$ cat src/rtl/calc_sequencer_if.sv
// Key/ALU handshake bundle between the calculator keypad front end and the sequencer.
// Signal order follows the block's port list.
interface calc_sequencer_if;
   logic       key_valid;
   logic [4:0] key_code;
   logic       alu_done;
   logic       store_digit;
   logic [3:0] digit;
   logic       is_reg;
   logic [2:0] reg_sel;
   logic       reg_wen;
   logic [1:0] alu_op;
   logic       alu_start;
   logic       result_ready;
   logic       busy;
   logic       error;

   modport master (
      output key_valid, key_code, alu_done,
      input  store_digit, digit, is_reg, reg_sel, reg_wen, alu_op,
             alu_start, result_ready, busy, error
   );

   modport slave (
      input  key_valid, key_code, alu_done,
      output store_digit, digit, is_reg, reg_sel, reg_wen, alu_op,
             alu_start, result_ready, busy, error
   );
endinterface

$ cat src/rtl/calc_sequencer.sv
// Calculator key sequencer: turns key strobes into operand-buffer, register-file
// and ALU control pulses. Every output is registered one cycle after its cause.
module calc_sequencer (
   input logic             clk,
   input logic             rst,
   calc_sequencer_if.slave bus
);

   typedef enum logic [2:0] {ENTRY, WAIT_REG, EXEC, WAIT_ALU, DONE, ERR} state_t;
   typedef enum logic [1:0] {OP_NONE, OP_LOAD, OP_ADD, OP_SUB} pend_t;

   state_t     state_q, state_d;
   pend_t      pend_q, pend_d;
   logic [1:0] dcnt_q, dcnt_d;
   logic [3:0] tcnt_q, tcnt_d;
   logic       store_digit_q, store_digit_d;
   logic [3:0] digit_q, digit_d;
   logic       is_reg_q, is_reg_d;
   logic [2:0] reg_sel_q, reg_sel_d;
   logic       reg_wen_q, reg_wen_d;
   logic [1:0] alu_op_q, alu_op_d;
   logic       alu_start_q, alu_start_d;
   logic       result_ready_q, result_ready_d;
   logic       busy_q, busy_d;
   logic       error_q, error_d;

   logic k_digit, k_load, k_add, k_sub, k_clear, k_reg, k_illegal;

   assign k_digit   = bus.key_valid & ~bus.key_code[4];
   assign k_load    = bus.key_valid & (bus.key_code == 5'h10);
   assign k_add     = bus.key_valid & (bus.key_code == 5'h11);
   assign k_sub     = bus.key_valid & (bus.key_code == 5'h12);
   assign k_clear   = bus.key_valid & (bus.key_code == 5'h14);
   assign k_reg     = bus.key_valid & (bus.key_code[4:3] == 2'b11);
   assign k_illegal = bus.key_valid & ~(k_digit | k_load | k_add | k_sub | k_clear | k_reg);

   always_comb begin
      state_d        = state_q;
      pend_d         = pend_q;
      dcnt_d         = dcnt_q;
      tcnt_d         = tcnt_q;
      store_digit_d  = 1'b0;
      digit_d        = digit_q;
      is_reg_d       = 1'b0;
      reg_sel_d      = reg_sel_q;
      reg_wen_d      = 1'b0;
      alu_op_d       = alu_op_q;
      alu_start_d    = 1'b0;
      result_ready_d = 1'b0;

      case (state_q)
         ENTRY: begin
            if (k_digit) begin
               // Operand buffer holds two digits; extra digits are dropped silently.
               if (dcnt_q < 2'd2) begin
                  store_digit_d = 1'b1;
                  digit_d       = bus.key_code[3:0];
                  dcnt_d        = dcnt_q + 2'd1;
               end
            end else if (k_load) begin
               pend_d  = OP_LOAD;
               state_d = WAIT_REG;
            end else if (k_add) begin
               pend_d   = OP_ADD;
               alu_op_d = 2'b00;
               state_d  = WAIT_REG;
            end else if (k_sub) begin
               pend_d   = OP_SUB;
               alu_op_d = 2'b01;
               state_d  = WAIT_REG;
            end else if (k_clear) begin
               is_reg_d = 1'b1;
               dcnt_d   = 2'd0;
               pend_d   = OP_NONE;
            end else if (k_reg | k_illegal) begin
               state_d = ERR;
            end
         end
         WAIT_REG: begin
            if (k_clear) begin
               is_reg_d = 1'b1;
               dcnt_d   = 2'd0;
               pend_d   = OP_NONE;
               state_d  = ENTRY;
            end else if (k_reg) begin
               reg_sel_d = bus.key_code[2:0];
               if (pend_q == OP_LOAD) begin
                  reg_wen_d = 1'b1;
                  is_reg_d  = 1'b1;
                  dcnt_d    = 2'd0;
                  pend_d    = OP_NONE;
                  state_d   = ENTRY;
               end else begin
                  state_d = EXEC;
               end
            end else if (bus.key_valid) begin
               state_d = ERR;
            end
         end
         EXEC: begin
            alu_start_d = 1'b1;
            tcnt_d      = 4'd0;
            state_d     = WAIT_ALU;
         end
         WAIT_ALU: begin
            if (bus.alu_done) begin
               result_ready_d = 1'b1;
               dcnt_d         = 2'd0;
               pend_d         = OP_NONE;
               state_d        = DONE;
            end else begin
               // Sixteenth silent cycle wraps the counter and abandons the operation.
               tcnt_d = tcnt_q + 4'd1;
               if (tcnt_q == 4'hF) state_d = ERR;
            end
         end
         DONE: begin
            state_d = ENTRY;
         end
         ERR: begin
            if (k_clear) begin
               is_reg_d = 1'b1;
               dcnt_d   = 2'd0;
               pend_d   = OP_NONE;
               state_d  = ENTRY;
            end
         end
         default: begin
            state_d = ENTRY;
         end
      endcase

      busy_d  = (state_d == EXEC) || (state_d == WAIT_ALU);
      error_d = (state_d == ERR);
   end

   always_ff @(posedge clk) begin
      if (rst) begin
         state_q        <= ENTRY;
         pend_q         <= OP_NONE;
         dcnt_q         <= 2'd0;
         tcnt_q         <= 4'd0;
         store_digit_q  <= 1'b0;
         digit_q        <= 4'd0;
         is_reg_q       <= 1'b0;
         reg_sel_q      <= 3'd0;
         reg_wen_q      <= 1'b0;
         alu_op_q       <= 2'd0;
         alu_start_q    <= 1'b0;
         result_ready_q <= 1'b0;
         busy_q         <= 1'b0;
         error_q        <= 1'b0;
      end else begin
         state_q        <= state_d;
         pend_q         <= pend_d;
         dcnt_q         <= dcnt_d;
         tcnt_q         <= tcnt_d;
         store_digit_q  <= store_digit_d;
         digit_q        <= digit_d;
         is_reg_q       <= is_reg_d;
         reg_sel_q      <= reg_sel_d;
         reg_wen_q      <= reg_wen_d;
         alu_op_q       <= alu_op_d;
         alu_start_q    <= alu_start_d;
         result_ready_q <= result_ready_d;
         busy_q         <= busy_d;
         error_q        <= error_d;
      end
   end

   assign bus.store_digit  = store_digit_q;
   assign bus.digit        = digit_q;
   assign bus.is_reg       = is_reg_q;
   assign bus.reg_sel      = reg_sel_q;
   assign bus.reg_wen      = reg_wen_q;
   assign bus.alu_op       = alu_op_q;
   assign bus.alu_start    = alu_start_q;
   assign bus.result_ready = result_ready_q;
   assign bus.busy         = busy_q;
   assign bus.error        = error_q;

endmodule

$ cat src/flat_wrapper.sv
// flat-port wrapper written by rule: the top's interface ports become plain ports
module calc_sequencer_flat 
  (clk, rst, bus_key_valid, bus_key_code, bus_alu_done, bus_store_digit, bus_digit, bus_is_reg, bus_reg_sel, bus_reg_wen, bus_alu_op, bus_alu_start, bus_result_ready, bus_busy, bus_error);
  calc_sequencer_if bus_i ();
  input logic clk;
  input logic rst;
  input wire logic [$bits(bus_i.key_valid)-1:0] bus_key_valid;
  input wire logic [$bits(bus_i.key_code)-1:0] bus_key_code;
  input wire logic [$bits(bus_i.alu_done)-1:0] bus_alu_done;
  output wire logic [$bits(bus_i.store_digit)-1:0] bus_store_digit;
  output wire logic [$bits(bus_i.digit)-1:0] bus_digit;
  output wire logic [$bits(bus_i.is_reg)-1:0] bus_is_reg;
  output wire logic [$bits(bus_i.reg_sel)-1:0] bus_reg_sel;
  output wire logic [$bits(bus_i.reg_wen)-1:0] bus_reg_wen;
  output wire logic [$bits(bus_i.alu_op)-1:0] bus_alu_op;
  output wire logic [$bits(bus_i.alu_start)-1:0] bus_alu_start;
  output wire logic [$bits(bus_i.result_ready)-1:0] bus_result_ready;
  output wire logic [$bits(bus_i.busy)-1:0] bus_busy;
  output wire logic [$bits(bus_i.error)-1:0] bus_error;
  assign bus_i.key_valid = bus_key_valid;
  assign bus_i.key_code = bus_key_code;
  assign bus_i.alu_done = bus_alu_done;
  assign bus_store_digit = bus_i.store_digit;
  assign bus_digit = bus_i.digit;
  assign bus_is_reg = bus_i.is_reg;
  assign bus_reg_sel = bus_i.reg_sel;
  assign bus_reg_wen = bus_i.reg_wen;
  assign bus_alu_op = bus_i.alu_op;
  assign bus_alu_start = bus_i.alu_start;
  assign bus_result_ready = bus_i.result_ready;
  assign bus_busy = bus_i.busy;
  assign bus_error = bus_i.error;
  calc_sequencer u_core (.clk(clk), .rst(rst), .bus(bus_i));
endmodule
$ cat config.mk
export PLATFORM = sky130hd
export DESIGN_NAME = calc_sequencer_flat
export DESIGN_NICKNAME = d
export VERILOG_FILES = /design/src/rtl/calc_sequencer_if.sv /design/src/rtl/calc_sequencer.sv /design/src/flat_wrapper.sv
export SDC_FILE = /design/constraint.sdc
export NUM_CORES = 1
export LEC_CHECK = 0
export ABC_AREA = 1
export CAP_MARGIN = 30
export CORE_MARGIN = 2
export CORE_UTILIZATION = 42
export CTS_CLUSTER_DIAMETER = 60
export DETAILED_ROUTE_END_ITERATION = 16
export PLACE_DENSITY = 0.75
export SETUP_SLACK_MARGIN = 0.2
export SYNTH_ARGS = -nofsm -noshare
export SYNTH_HDL_FRONTEND = slang
export SYNTH_SLANG_ARGS = --single-unit
$ cat constraint.sdc
create_clock -name clk -period 3.7 [get_ports clk]
set_input_delay 0.925 -clock clk [delete_from_list [all_inputs] [get_ports clk]]
set_output_delay 0.925 -clock clk [all_outputs]
set_load 0.005 [all_outputs]
# [Word-level counts from Yosys, hierarchy flattened]
# Cells that the tools add are included.
[classes] n_reduce_logical=14 bitwise_logic=21 n_lt_le_gt_ge=1 eq_ne=23 add_sub_neg=2 mux=47
[op_table] op="2-bit 2-to-1 mux" count=18
[op_table] op="3-bit 2-to-1 mux" count=12
[op_table] op="5-bit equality test, second input constant" count=4
[op_table] op="2-bit one-hot mux with 4 select lines" count=2
[op_table] op="3-bit one-hot mux with 5 select lines" count=1
[op_table] op="3-bit by 2-bit equality test with 1-bit output, second input constant" count=4
[op_table] op="1-bit 2-to-1 mux" count=11
[op_table] op="3-bit by 2-bit inequality test with 1-bit output, second input constant" count=3
[op_table] op="1-bit inverter" count=8
[op_table] op="4-bit one-hot mux with 2 select lines" count=1
[op_table] op="8-bit AND reduction" count=1
[op_table] op="1-bit AND" count=7
[op_table] op="3-bit equality test, second input constant" count=2
[op_table] op="2-bit inequality test, second input constant" count=3
[op_table] op="3-bit by 1-bit inequality test with 1-bit output, second input constant" count=2
[op_table] op="1-bit bitwise OR" count=6
[op_table] op="3-bit AND reduction" count=2
[op_table] op="3-bit OR reduction" count=2
[op_table] op="5-bit AND reduction" count=1
[op_table] op="4-bit by 1-bit adder with 4-bit output, second input constant" count=1
[op_table] op="4-bit equality test, second input constant" count=1
[op_table] op="4-bit 2-to-1 mux" count=1
[op_table] op="4-bit AND reduction" count=1
[op_table] op="2-bit nonzero test" count=2
[op_table] op="other kinds (12)" count=12
[totals] elab_cells=122 regBits=27

# [Logic depth before layout (Yosys ltp)]
# Gate-level depths: netlist of the first run.
[logic_depth] depth_word=19 ltp_mapped=11

# [Worst setup path after synthesis of the first run]
# No wires, ideal clock.
[synth_path] path_type="input port to flip-flop" startpoint="input port bus_key_code[2]" endpoint="register u_core.dcnt_q[1]" setup_slack_ns=1.878 stages=9 arrival_time_ns=1.709 n_path_buf=0 path_cell_list="inv_1 nor2_1 nand3_4 nand3_2 nand2_2 nor2_1 nand2_1 nand2_1 nor2_1"
[synth_via] elab_chain_len=8 word_cells_on_any_way=21 cone_classes="eq/ne (9); mux (7); bitwise (4); reduce/logical (1)"
[synth_lines] item="from (decl)" line="flat_wrapper.sv:8" rtl="input wire logic [$bits(bus_i.key_code)-1:0] bus_key_code;"
[synth_lines] item="5-bit equality test" line="calc_sequencer.sv:33" rtl="assign k_clear = bus.key_valid & (bus.key_code == 5'h14);"
[synth_lines] item="1-bit AND" line="calc_sequencer.sv:33"
[synth_lines] item="2-bit 2-to-1 mux (5 in a row)"
[synth_lines] item="2-bit one-hot mux with 4 select lines" line="calc_sequencer.sv:51" rtl="case (state_q)"
[synth_lines] item="to (signal assigned)" line="calc_sequencer.sv:156" rtl="dcnt_q <= dcnt_d;"
[synth_lines] item="to (decl)" line="calc_sequencer.sv:14" rtl="logic [1:0] dcnt_q, dcnt_d;"
# Parallel ways exist; a longest one is shown, timed or not. The select of a mux whose other input is x is not followed.
# A chain may end at the register's enable or synchronous reset.

# [Final worst setup path of the first run]
[layout_path] startpoint="input port bus_key_valid" endpoint="register u_core.dcnt_q[1]"
[layout_via] elab_chain_len=7 word_cells_on_any_way=20 cone_classes="eq/ne (6); mux (7); bitwise (6); reduce/logical (1)"
[layout_lines] item="from (decl)" line="flat_wrapper.sv:7" rtl="input wire logic [$bits(bus_i.key_valid)-1:0] bus_key_valid;"
[layout_lines] item="1-bit AND" line="calc_sequencer.sv:33"
[layout_lines] item="2-bit 2-to-1 mux (4 in a row)"
[layout_lines] item="2-bit 2-to-1 mux" line="calc_sequencer.sv:53" rtl="if (k_digit) begin"
[layout_lines] item="2-bit one-hot mux with 4 select lines" line="calc_sequencer.sv:51"
# Parallel ways exist; a longest one is shown, timed or not. The select of a mux whose other input is x is not followed.

==> impl_results.md, run 1 <==
* Layout Skew at 0.0155 ns
* Wire per inst at 11.0 um
* # DRC at 0
* Max Buffers Root-to-Sink at 2
* Setup TNS at 0 ns
* Slowest cell on crit path: clkdlybuf4s50_1
* Postcts setup bufs at 0
* Post-route minimum period at 2.18 ns
* Max Slew Vio Count at 0
* Syn_nets at 210
* Clock Pin Slew Worst Setup and Hold Paths at 0.15 ns
* DR vias at 1307
* Top delay family on crit path: simple AND/OR/NAND/NOR gates
* Critical path endpoint category: register
* WP data arrival at 2.42 ns
* Hold Crit Start: u_core.tcnt_q[1]$_SDFFE_PP0P_
* Power Total at 679 uW
* Worst endpoint required time at 3.94 ns
* Gate count after technology mapping at 200
* Initial detailed-routing violation count at 69
* CTS H-tree lvls at 1
* ANT cells at 0
* IO Pins at 25
* RSZ-0062 raised after global routing: no
* Hold buffers post-CTS at 0
* Cell Rows at 20
* Hold WS at 0.501 ns
* Initial antenna violation count at 0
* Outcome: completed
* Tcrit/Tclk final at 58.9%
* CP dominant cell by count: nand2_1
* Share of Yosys cell area claimed by the top area cell type at 37.8%
* Vias in the first global route at 1194
* Final GP Congestion at 0.856
* Initial Util at 44.7%
* Fin nets at 235
* Core ar. at 3080 um2
* Least-Margin Pin Slew at 0.582 ns
* Cell area after synthesis at 1380 um2
* Critical Path Max Stage Delay at 0.57 ns
* Overall Global Routing Usage at 18.0%
* Max cap viols at 0
* WS Path Type: primary input to register
* VDD IR max at 285 uV
* Crit-path cells: clkdlybuf4s50_1 -> nand2_1 -> nor2_1 -> nand2_1 -> nand3_2 -> nand2_2 -> nor2_1 -> nand2_1 -> nand2_1 -> nor2_1
* Largest area contributor in the netlist: dfxtp_1
* Clk sinks at 26
* Ratio of cells with drive above 1 in the final layout at 13.8%
* P per Cell Area at 400 nW/um2
* Worst Setup Start Kind: primary input
* Synth-to-layout area growth at 23.4%
* Largest net degree at the start of global routing at 16
* PortBufs at 23
* Dpl cells at 264
* Commonest non-fill, non-tap cell in the layout: nand2_1
* Avg Vias per Cell at 4.88
* Top cells by area, synth: dfxtp_1 (38%), nand2_1 (10%), nor2_1 (7.4%)
* Mean Syn Cell Area at 6.88 um2
* Yosys cell types at 27
* CP Buf/Inv Count at 1
* Final wirelength at 2.94 mm
* Number of fill cells in the layout at 301
* Non-Filler Instances at 268
* Lkg Pwr at 0.757 nW
* Antenna viol nets, final at 0
* Clk_lat worst skew at 0.34 ns
* Drt pass-1 iters at 4
* Resized Gates After CTS at 0
* CTS root buf: clkbuf_4
* Achievable Freq at 459 MHz
* Critical path fanouts, max at 4
* CTS tree: yes
* First-pass GRT wire length at 5.04 mm
* Crit path launch: bus_key_valid
* Synthesis Warnings at 0
* Register area share after synthesis at 37.8%
* GRT overflow at 0
* Hold Path Class: register to register
* Die area at 3750 um2
* Final Hold Viols at 0
* Most frequent cells in the layout: nand2_1 (37), nor2_1 (27), dfxtp_1 (26)
* Synth Register Bits at 26
* Hpwl dp at 2.24 mm
* Die Span Y at 61.2 um
* Die Wd at 61.2 um
* Clock buffer count from CTS at 3
* R2r startpoint: u_core.state_q[1]$_SDFF_PP0_
* Max-slew headroom at 61.1%
* # setup viols final at 0
[path summary, 6_finish.rpt]
kind,endpoint,slack (ns),cells after the start
max,u_core.dcnt_q[1]$_SDFFE_PP0P_,1.52,10
min,u_core.tcnt_q[1]$_SDFFE_PP0P_,0.50,2
max reg2reg,u_core.dcnt_q[1]$_SDFFE_PP0P_,2.30,9
min reg2reg,u_core.tcnt_q[1]$_SDFFE_PP0P_,0.50,2
[worst register-to-register path, delay by kind of cell, from the launching register on]
family,cells,cell delay (ns)
AND/OR/NAND/NOR,8,0.83
flip-flops,1,0.40
buffers and inverters,1,0.11
[through the flow]
step | setup slack, ns | area (um2) | util, %
2_1_floorplan | 1.88 | 1380 | -
3_3_place_gp | 1.18 | 1650 | 53.5
3_5_place_dp | 1.18 | 1650 | 53.5
4_1_cts | 1.54 | 1700 | 55.2
5_1_grt | 1.38 | 1700 | 55.2
6_report | 1.52 | 1700 | 55.2
[layout make-up]
type	count	area (um2)	area share (%)
Timing Repair Buffer	23	230	13.6
Tap cell	44	55.1	3.24
Sequential cell	26	520	30.7
Clock buffer	3	22.5	1.33
Inverter	31	116	6.85
Clock inverter	1	30.0	1.77
Multi-Input combinational cell	140	723	42.6
[layer usage]
metal / global-route usage (%) / share of wire [%]
met5: 0 / 0
met4: 3.73 / 0.85
met3: 4.41 / 6.4
met2: 31.2 / 47
met1: 22.6 / 46
[report_power, final]
group	switching, mW	internal (mW)
Clock	0.0886	0.110
Sequential	0.0136	0.298
Combinational	0.101	0.0681
Total	0.203	0.476
[cell usage after synthesis (all sizes together)]
cell type,n
conb,1
nand2,42
ha,1
inv,31
o21ai,14
buf,1
a31oi,2
a21oi,18
nand3,21
clkbuf,2
dfxtp,26
o211ai,1
nand4,1
nor2,35
xnor2,1
nand3b,1
nor3,2
[cells by family (layout without fill, tap and decap cells)]
family | count (synthesis) | after routing | share of synthesized area, %
flip-flops | 26 | 26 | 37.8
AO/OA/AOI/OAI | 35 | 35 | 13.6
XOR/XNOR | 1 | 1 | 0.636
AND/OR/NAND/NOR | 102 | 102 | 37.1
buffers and inverters | 34 | 58 | 9.64
adder cells (fa/ha/maj) | 1 | 1 | 0.909
other | 1 | 1 | 0.272
Power figures use the tool's default switching activity.
==> run 2, diff against run 1 <==
- PLACE_DENSITY: 0.75 -> 0.78
- clock period: 3.7 -> 1.9 ns (I/O delays scaled with it)
==> run 2 against run 1 <==
Effect of this change:
- non-clock buffer count grew 14
- cell count increased by 5.2%
- combinational power grew 110%
- sequential power is 94% higher
- cell area is 6.7% higher
- first-iteration DRC count is 43% lower
- clock skew fell by 0.014 ns
- flip-flop and latch count is the same
- core utilization increased by 3.7 points
- wire length increased by 0.92%
- critical path type is now register to primary output
- highest routed layer unchanged
==> impl_results.md, run 2 (synthesis gave the netlist of run 1 again) <==
* ANT cells at 0 (unchanged)
* Tcrit/Tclk final at 86.9%
* Max Slew Vio Count at 0 (unchanged)
* Critical Path Max Stage Delay at 0.50 ns (-0.07 ns)
* Slowest cell on crit path: clkdlybuf4s50_1
* Layout Skew at 0.00106 ns (-0.0145 ns)
* Multi-input logic area at 742 um2 (+2.6%)
* Overall Global Routing Usage at 17.5% (-0.45 points)
* CTS H-tree lvls at 1 (unchanged)
* Max cap viols at 0 (unchanged)
* Outcome: completed
* Wire per inst at 10.5 um (-4.1%)
* Achievable Freq at 606 MHz
* IO Pins at 25 (unchanged)
* Clk_lat worst skew at 0.32 ns (-0.02 ns)
* GRT overflow at 0 (unchanged)
* # setup viols final at 0 (unchanged)
* CP Buf/Inv Count at 1 (unchanged)
* Hold Path Class: register to register
* Ratio of cells with drive above 1 in the final layout at 21.4% (+7.6 points)
* Final Hold Viols at 0 (unchanged)
* Cell Rows at 20 (unchanged)
* Worst endpoint required time at 1.42 ns (-2.52 ns)
* Post-route minimum period at 1.65 ns
* Clock buffer count from CTS at 3 (unchanged)
* Final GP Congestion at 0.879 (+2.8%)
* Synth-to-layout area growth at 31.6%
* Number of fill cells in the layout at 289 (-4.0%)
* Largest net degree at the start of global routing at 15 (-1)
* Switching share of total power at 31.3% (+1.4 points)
* Most frequent cells in the layout: nand2_1 (36), dfxtp_1 (25), nor2_1 (24)
* Vias in the first global route at 1173 (-1.8%)
* Clk sinks at 26 (unchanged)
* CTS tree: yes
* Comb power frac at 29.2% (+4.3 points)
* Core ar. at 3080 um2 (unchanged)
* CTS root buf: clkbuf_4
* # DRC at 0 (unchanged)
* Commonest non-fill, non-tap cell in the layout: nand2_1
* VDD IR max at 416 uV (+46%)
* DR vias at 1332 (+1.9%)
* Critical path fanouts, max at 2 (-2)
* Hold WS at 0.492 ns (-0.00968 ns)
* Register area at 522 um2 (+0.24%)
* Fin nets at 249 (+6.0%)
* Critical path endpoint category: primary output
* Final core utilization at 58.9% (+3.7 points)
* Hold buffers post-CTS at 0 (unchanged)
* Die area at 3750 um2 (unchanged)
* Initial antenna violation count at 0 (unchanged)
* Drt pass-1 iters at 4 (unchanged)
* Worst Setup Start Kind: register
* Lkg Pwr at 0.826 nW (+9.1%)
* Clock Power Share at 22.0% (-7.2 points)
* Antenna viol nets, final at 0 (unchanged)
* Cell Int Power at 851 uW (+79%)
* Avg Vias per Cell at 4.72 (-3.1%)
* Reg power frac at 48.8% (+2.9 points)
* Clock Pin Slew Worst Setup and Hold Paths at 0.13 ns (-0.02 ns)
* Initial detailed-routing violation count at 39 (-43%)
* Die Wd at 61.2 um (unchanged)
* PortBufs at 23 (unchanged)
* Die Span Y at 61.2 um (unchanged)
* Max Buffers Root-to-Sink at 2 (unchanged)
* P per Cell Area at 684 nW/um2 (+71%)
* Initial Util at 44.7% (unchanged)
* Top delay family on crit path: buffers and inverters
* Net switching power figure at 388 uW (+91%)
* WS Path Type: register to primary output
* Hpwl dp at 2.36 mm (+5.4%)
* Crit-path cells: clkdlybuf4s50_1
* Postcts setup bufs at 0 (unchanged)
* First-pass GRT wire length at 4.90 mm (-2.7%)
* WP data arrival at 1.18 ns (-1.24 ns)
* Final wirelength at 2.97 mm (+0.92%)
* RSZ-0062 raised after global routing: no
[run 2: what timing repair did]
item,in CTS,in global routing
endpoints found under the setup margin,0,8
endpoints found under the hold margin,0,0
gates resized for setup,0,9
[run 2: cell type report]
class / instances / area share, %
flip-flops and latches: 26 / 28.8
clock buffers: 4 / 2.00
inverters: 31 / 6.56
well taps: 44 / 3.04
multi-input cells: 140 / 41.0
repair buffers: 37 / 18.6
[run 2: through the flow]
stage / std cells / setup slack [ns] / total power, mW / instance area, um2 / setup TNS (ns)
2_1_floorplan: 200 / 0.528 / 0.849 / 1380 / 0
3_3_place_gp: 278 / -0.0427 / 0.968 / 1750 / -0.148
3_5_place_dp: 278 / -0.101 / 0.970 / 1750 / -0.505
4_1_cts: 282 / 0.227 / 1.25 / 1790 / 0
5_1_grt: 282 / 0.204 / 1.32 / 1810 / 0
6_report: 282 / 0.250 / 1.24 / 1810 / 0
[run 2: path summary, 6_finish.rpt]
kind / end / depth (start not counted) / slack [ns] / startpoint
hold / removal: u_core.tcnt_q[1]$_SDFFE_PP0P_ / 2 / 0.49 / u_core.tcnt_q[1]$_SDFFE_PP0P_
hold reg to reg: u_core.tcnt_q[1]$_SDFFE_PP0P_ / 2 / 0.49 / u_core.tcnt_q[1]$_SDFFE_PP0P_
setup reg to reg: u_core.bus.error$_SDFF_PP0_ / 9 / 0.51 / u_core.state_q[2]$_SDFF_PP0_
setup / recovery: bus_alu_op[0] / 1 / 0.25 / u_core.bus.alu_op[0]$_SDFFE_PP0P_
[run 2: layer usage]
metal	wire length [um]	GRT usage [%]	up-vias	share of wire, %
li1	-	-	711	-
met1	1380	21.2	592	46
met2	1430	31.3	27	48
met3	146	5.04	2	4.9
met4	13	2.80	0	0.44
met5	0	0	-	0
[run 2: power groups by stage]
stage / Sequential [mW] / Combinational (mW) / Clock [mW]
floorplan: 0.615 / 0.234 / 0
global placement: 0.617 / 0.351 / 0
detailed placement: 0.617 / 0.353 / 0
CTS: 0.605 / 0.356 / 0.288
global route: 0.610 / 0.403 / 0.302
finish: 0.605 / 0.362 / 0.272
